### src/rtl/pc_pkg.sv
// pc_pkg: shared constants for the program-counter unit.
//   MODE_* : encodings of the 3-bit next-PC operation presented on pc_unit.mode.
//            Encodings 3'b110 and 3'b111 are unassigned and act as HOLD.
package pc_pkg;

  localparam logic [2:0] MODE_HOLD   = 3'b000;
  localparam logic [2:0] MODE_SEQ    = 3'b001;
  localparam logic [2:0] MODE_BRANCH = 3'b010;
  localparam logic [2:0] MODE_JUMP   = 3'b011;
  localparam logic [2:0] MODE_CALL   = 3'b100;
  localparam logic [2:0] MODE_RET    = 3'b101;

endpackage

### src/rtl/pc_ras.sv
// pc_ras: circular return-address stack.
//   clk       : clock, rising edge
//   rst       : asynchronous active-high reset (clears pointer, count, underflow)
//   push      : store push_data as the new top; when full the oldest entry is overwritten
//   pop       : drop the top entry; when empty, only the sticky underflow is set
//   push_data : return address to store
//   top       : most recently pushed entry still on the stack
//   count     : number of valid entries, 0..RAS_DEPTH
//   underflow : sticky, set by a pop while empty, cleared only by rst
module pc_ras #(
  parameter int WIDTH     = 32,
  parameter int RAS_DEPTH = 4
) (
  input  logic                           clk,
  input  logic                           rst,
  input  logic                           push,
  input  logic                           pop,
  input  logic [WIDTH-1:0]               push_data,
  output logic [WIDTH-1:0]               top,
  output logic [$clog2(RAS_DEPTH+1)-1:0] count,
  output logic                           underflow
);

  localparam int PW = $clog2(RAS_DEPTH);
  localparam int CW = $clog2(RAS_DEPTH+1);
  localparam logic [PW-1:0] LAST_IDX = PW'(RAS_DEPTH-1);
  localparam logic [CW-1:0] FULL_CNT = CW'(RAS_DEPTH);

  logic [WIDTH-1:0] mem_q [RAS_DEPTH];
  logic [PW-1:0]    ptr_q, ptr_d, ptr_inc, ptr_dec;
  logic [CW-1:0]    count_q, count_d;
  logic             underflow_q, underflow_d;

  // Pointer wraps explicitly so non-power-of-two depths work.
  assign ptr_inc = (ptr_q == LAST_IDX) ? '0 : ptr_q + PW'(1);
  assign ptr_dec = (ptr_q == '0) ? LAST_IDX : ptr_q - PW'(1);

  always_comb begin
    ptr_d       = ptr_q;
    count_d     = count_q;
    underflow_d = underflow_q;
    if (push) begin
      // Pushing while full overwrites the oldest slot; count saturates.
      ptr_d   = ptr_inc;
      count_d = (count_q == FULL_CNT) ? count_q : count_q + CW'(1);
    end else if (pop) begin
      if (count_q != '0) begin
        ptr_d   = ptr_dec;
        count_d = count_q - CW'(1);
      end else begin
        underflow_d = 1'b1;
      end
    end
  end

  always_ff @(posedge clk or posedge rst) begin
    if (rst) begin
      ptr_q       <= '0;
      count_q     <= '0;
      underflow_q <= 1'b0;
    end else begin
      ptr_q       <= ptr_d;
      count_q     <= count_d;
      underflow_q <= underflow_d;
    end
  end

  // Entry contents carry no reset; validity is tracked by count_q alone.
  always_ff @(posedge clk) begin
    if (push) mem_q[ptr_inc] <= push_data;
  end

  assign top       = mem_q[ptr_q];
  assign count     = count_q;
  assign underflow = underflow_q;

endmodule

### src/rtl/pc_unit.sv
// pc_unit: program counter with next-PC mux and return-address stack.
//   clk           : clock, rising edge
//   rst           : asynchronous active-high reset, PC <- RESET_VECTOR, stack emptied
//   ena           : execute mode at the edge; when low everything holds
//   mode          : next-PC operation (see pc_pkg MODE_*)
//   offset        : two's-complement branch displacement
//   target        : absolute JUMP/CALL destination
//   data_out      : current PC, straight from the PC register
//   ras_count     : stack occupancy
//   ras_full      : ras_count == RAS_DEPTH
//   ras_empty     : ras_count == 0
//   ras_underflow : sticky, RET seen with an empty stack
module pc_unit
  import pc_pkg::*;
#(
  parameter int                WIDTH        = 32,
  parameter logic [WIDTH-1:0]  RESET_VECTOR = WIDTH'(32'h0040_0000),
  parameter int                STEP         = 4,
  parameter int                RAS_DEPTH    = 4
) (
  input  logic                           clk,
  input  logic                           rst,
  input  logic                           ena,
  input  logic [2:0]                     mode,
  input  logic [WIDTH-1:0]               offset,
  input  logic [WIDTH-1:0]               target,
  output logic [WIDTH-1:0]               data_out,
  output logic [$clog2(RAS_DEPTH+1)-1:0] ras_count,
  output logic                           ras_full,
  output logic                           ras_empty,
  output logic                           ras_underflow
);

  localparam int CW = $clog2(RAS_DEPTH+1);

  logic [WIDTH-1:0] pc_q, pc_d, pc_seq, ras_top;
  logic             ras_push, ras_pop;

  // All arithmetic is modulo 2^WIDTH; carries out are simply dropped.
  assign pc_seq = pc_q + WIDTH'(STEP);

  always_comb begin
    pc_d     = pc_q;
    ras_push = 1'b0;
    ras_pop  = 1'b0;
    if (ena) begin
      case (mode)
        MODE_SEQ:    pc_d = pc_seq;
        MODE_BRANCH: pc_d = pc_seq + offset;
        MODE_JUMP:   pc_d = target;
        MODE_CALL: begin
          pc_d     = target;
          ras_push = 1'b1;
        end
        MODE_RET: begin
          // The pop is still issued when empty so the stack records underflow.
          ras_pop = 1'b1;
          pc_d    = ras_empty ? pc_seq : ras_top;
        end
        default:     pc_d = pc_q;
      endcase
    end
  end

  always_ff @(posedge clk or posedge rst) begin
    if (rst) pc_q <= RESET_VECTOR;
    else     pc_q <= pc_d;
  end

  pc_ras #(
    .WIDTH     (WIDTH),
    .RAS_DEPTH (RAS_DEPTH)
  ) u_ras (
    .clk       (clk),
    .rst       (rst),
    .push      (ras_push),
    .pop       (ras_pop),
    .push_data (pc_seq),
    .top       (ras_top),
    .count     (ras_count),
    .underflow (ras_underflow)
  );

  assign data_out  = pc_q;
  assign ras_full  = (ras_count == CW'(RAS_DEPTH));
  assign ras_empty = (ras_count == '0);

endmodule

### config.mk
export PLATFORM = sky130hd
export DESIGN_NAME = pc_unit
export DESIGN_NICKNAME = d
export VERILOG_FILES = /design/src/rtl/pc_pkg.sv /design/src/rtl/pc_ras.sv /design/src/rtl/pc_unit.sv
export SDC_FILE = /design/constraint.sdc
export NUM_CORES = 1
export LEC_CHECK = 0
export CORE_MARGIN = 5
export CORE_UTILIZATION = 52
export DETAILED_ROUTE_END_ITERATION = 8
export HOLD_SLACK_MARGIN = 0.08
export PLACE_DENSITY = 0.75
export SLEW_MARGIN = 20
export SYNTH_ARGS = -nofsm -noshare
export SYNTH_HDL_FRONTEND = slang
export SYNTH_SLANG_ARGS = --single-unit
### constraint.sdc
create_clock -name clk -period 4.3 [get_ports clk]
set_input_delay 0.86 -clock clk [delete_from_list [all_inputs] [get_ports clk]]
set_output_delay 0.86 -clock clk [all_outputs]
set_load 0.01 [all_outputs]
==> results.md <==
- Status: completed
- Post-synthesis xor/xnor area fraction: 5.391%
- TritonCTS clock tree: done
- Crit path capture type: register
- R2R setup slack: roughly 320 ps
- Yosys cell types: 86
- CP cell instances: nand4_1 -> buf_4 -> or3_1 -> nor2_1 -> xor2_1 -> ha_1 -> nand3_1 -> nor4_1 -> o21ai_1 -> a21oi_1 -> a21o_1 -> a31oi_1 -> or3_1 -> a22oi_1 -> o21ai_1
- Final TNS setup: 0 ps
- Crit path from: data_out[7]
- Post-route ant nets: 0
- PD cells: 565.7 mW/mm^2
- Initial antenna violation count: 0
- CTS Root Cell: clkbuf_16
- DIE AREA: roughly 0.021 mm^2
- Largest net degree at the start of global routing: 39
- Nets: just over 1000
- Drt total wl: 26670 um
- Top FF cell, synth: edfxtp_1
- Die W: 145.4 um
- Chip Height: 145.4 um
- Synth top area cells: edfxtp_1, dfrtp_1, mux4_2
- First-pass GRT wire length: just over 40000 um
- Placeable Area: 0.01802 mm^2
- Number of fill cells in the layout: 1340
- Initial cell density of the core: 52.92%
- Routability Congestion: 0.9837
- Final setup vio count: 0
- Worst Tran Pin Value: slightly above 1000 ps
- Area of the mapped netlist: around 0.0095 mm^2
- Final Skew: 8.134 ps
- Drt drc: 0
- Post-route setup slack: approximately 320 ps
- Unrepaired setup endpoints after global routing: false
- Total gr overflow: 0
- H-tree depth: 4
- Max Root-Sink Buffers: 2
- Layout cells sized above 1: 15.57%
- CP max FO: 6
- Power, Total: 6.596 mW
- CP arrival: 4330 ps
- Hold/Removal Path Class: register to register
- Commonest non-fill, non-tap cells in the layout: edfxtp_1, clkdlybuf4s50_1, nand2_1
- Worst R2R Start: data_out[7]
- Seq/Total Area, Yosys: 50.28%
- Hold wc startpoint: u_ras.underflow
- Worst Path Required: 4660 ps
- Mapped Cells: 795
- Synth top area share: 40.29%
- # port buffers: 107
- Final period util: 92.47%
- CP max-delay cell: dfrtp_1
- Final Core Density: 64.69%
- Most common cell after layout, fill and taps aside: edfxtp_1
- Yosys top cell by area: edfxtp_1
- Syn avg cell area: 12.00 um^2
- FF+latch count, synth: 166
- Critical path class: register to register
- Largest family of logic cells by synthesized area: compound AO/OA/AOI/OAI gates
- Ys Warns: 0
- Final HPWL from detailed placement: 18990 um
- I/O pins: 108
- Pre-CTS setup slack: approximately 110 ps
- Clk slew on worst S/H paths: 70 ps
- Fraction of registers with async set/reset: 22.89%
- Avg WL per Cell: 22.99 um
- Post-synthesis compound-gate area fraction: 15.35%
- Leak Pwr: between 4 and 5 nW
- Via-per-instance ratio: 6.370
- Vias post-DR: 7389
- CP peak stage delay: around 420 ps
- Max-Cap Viols: 0
- CTS Sinks: approximately 170
- Critical path launch point type: register
- Synth Area in Simple Gates: 11.94%
- All-layer global routing usage: 24.85%
- CTS buffer count: 17
- Final Critical Period: between 3000 and 4000 ps
- Post-synth EDFFs: between 100 and 150
- Fin. Hold Viols: 0
- Drt first-iter violations: 838
- Drt pass-1 iters: 5
- Max IR drop VDD: 0.3287 mV
- Worst-skew pair later-pin latency: 430 ps
- Max Slew Vio Count: 0
- N_diodes: 0
- Mux cell area share after synthesis: 8.211%
- Max Clock Freq: 251.5 MHz
- Synth Area in Adders: under 10%
- Vias in the first global route: 7078
- Max-slew headroom: 30.50%
- Area delta synth->final: 22.23%
- Mapped Nets: between 900 and 1000
- Num rows: 49
[kinds of logic (layout without fill, tap and decap cells)]
group | Yosys count | after routing
xor gates and xnor gates | 57 | 57
AOI/OAI and AO/OA | 217 | 217
and+or+nand+nor | 214 | 214
muxes | 38 | 38
buffers and inverters | 59 | 195
DFF | 166 | 166
adders and majority gates | 44 | 44
[critical path, delay by kind of cell, from the launching register on]
kind / cells / cell delay, ps
AND/OR/NAND/NOR: 6 / 1590
AO/OA/AOI/OAI: 6 / 1090
XOR/XNOR: 1 / 340
adder cells (fa/ha/maj): 1 / 240
flip-flops: 1 / 420
buffers and inverters: 1 / 200
[cell usage after synthesis (3+ instances only)]
| cell | n |
|---|---|
| clkbuf_1 | 26 |
| a211oi_1 | 4 |
| nand3_1 | 17 |
| or3_1 | 4 |
| mux4_2 | 32 |
| mux2i_1 | 4 |
| a21oi_1 | 49 |
| xnor2_1 | 36 |
| edfxtp_1 | 128 |
| buf_6 | 3 |
| o21bai_1 | 4 |
| and2_1 | 6 |
| nor2_1 | 51 |
| a22oi_1 | 7 |
| o211ai_1 | 5 |
| a21boi_0 | 3 |
| nand2b_1 | 6 |
| a31oi_1 | 13 |
| nand4_1 | 6 |
| nand2_1 | 69 |
| o21ai_1 | 3 |
| a221o_1 | 7 |
| a221oi_1 | 21 |
| xor2_1 | 19 |
| a21o_1 | 12 |
| inv_1 | 15 |
| buf_2 | 10 |
| o21a_1 | 6 |
| nor3_1 | 13 |
| o31ai_1 | 3 |
| and3_1 | 9 |
| ha_1 | 42 |
| a222oi_1 | 9 |
| dfrtp_1 | 37 |
| nor2b_1 | 6 |
| o21ai_0 | 51 |
| nor4_4 | 3 |
[metal layers]
layer  GRT usage [%]  vias to the layer above  wire length (um)  share of wire, %
li1                -                     3330                 -                 -
met1           36.19                     3665             11540                43
met2           37.68                      360             12230                46
met3           5.481                       34              2432               9.1
met4           7.416                        0               472               1.8
met5               0                        -                 0                 0
[timing repair]
item	4_1_cts	5_1_grt
gates resized for setup	0	13
setup endpoints to repair	0	4
hold buffers	0	0
setup buffers	0	2
[layout make-up]
cell class | instances | area, um^2 | share of cell area [%]
repair buffers | 148 | 1391 | 11.93
clock inverters | 14 | 163.9 | 1.406
inverters | 15 | 56.30 | 0.4829
well taps | 229 | 286.5 | 2.457
multi-input cells | 570 | 4521 | 38.77
flip-flops and latches | 166 | 4802 | 41.18
clock buffers | 18 | 439.2 | 3.767
[through the flow]
step | cell area [um^2] | instances | hold WS [ps]
floorplan | 9539 | 795 | 493.2
global placement | 10990 | 1126 | 466.9
detailed placement | 10990 | 1126 | 476.3
CTS | 11590 | 1158 | 490.5
global route | 11660 | 1160 | 508.5
finish | 11660 | 1160 | 490.2
[power breakdown]
part | leakage, nW | total (mW) | internal [mW] | switching, mW
sequential | 1.57 | 2.27 | 2.02 | 0.258
clock | 0.291 | 1.57 | 0.886 | 0.680
combinational | 2.37 | 2.76 | 1.27 | 1.48
total | 4.22 | 6.60 | 4.18 | 2.42
[sequential cells by signal, indices dropped and copies added (netlist names)]
name             count
u_ras.mem_q        128
u_ras.underflow      1
data_out            32
u_ras.ptr_q          2
u_ras.count          3
[final timing paths]
kind / end / cells after the start
worst max register to register: data_out[22] / 15
worst min register to register: u_ras.underflow / 1
worst max-delay path: data_out[22] / 15
max in group asynchronous: u_ras.ptr_q[0] / 3
worst min-delay path: u_ras.underflow / 1
min in group asynchronous: data_out[0] / 3
Note: power is estimated with default switching activity, not from simulation.
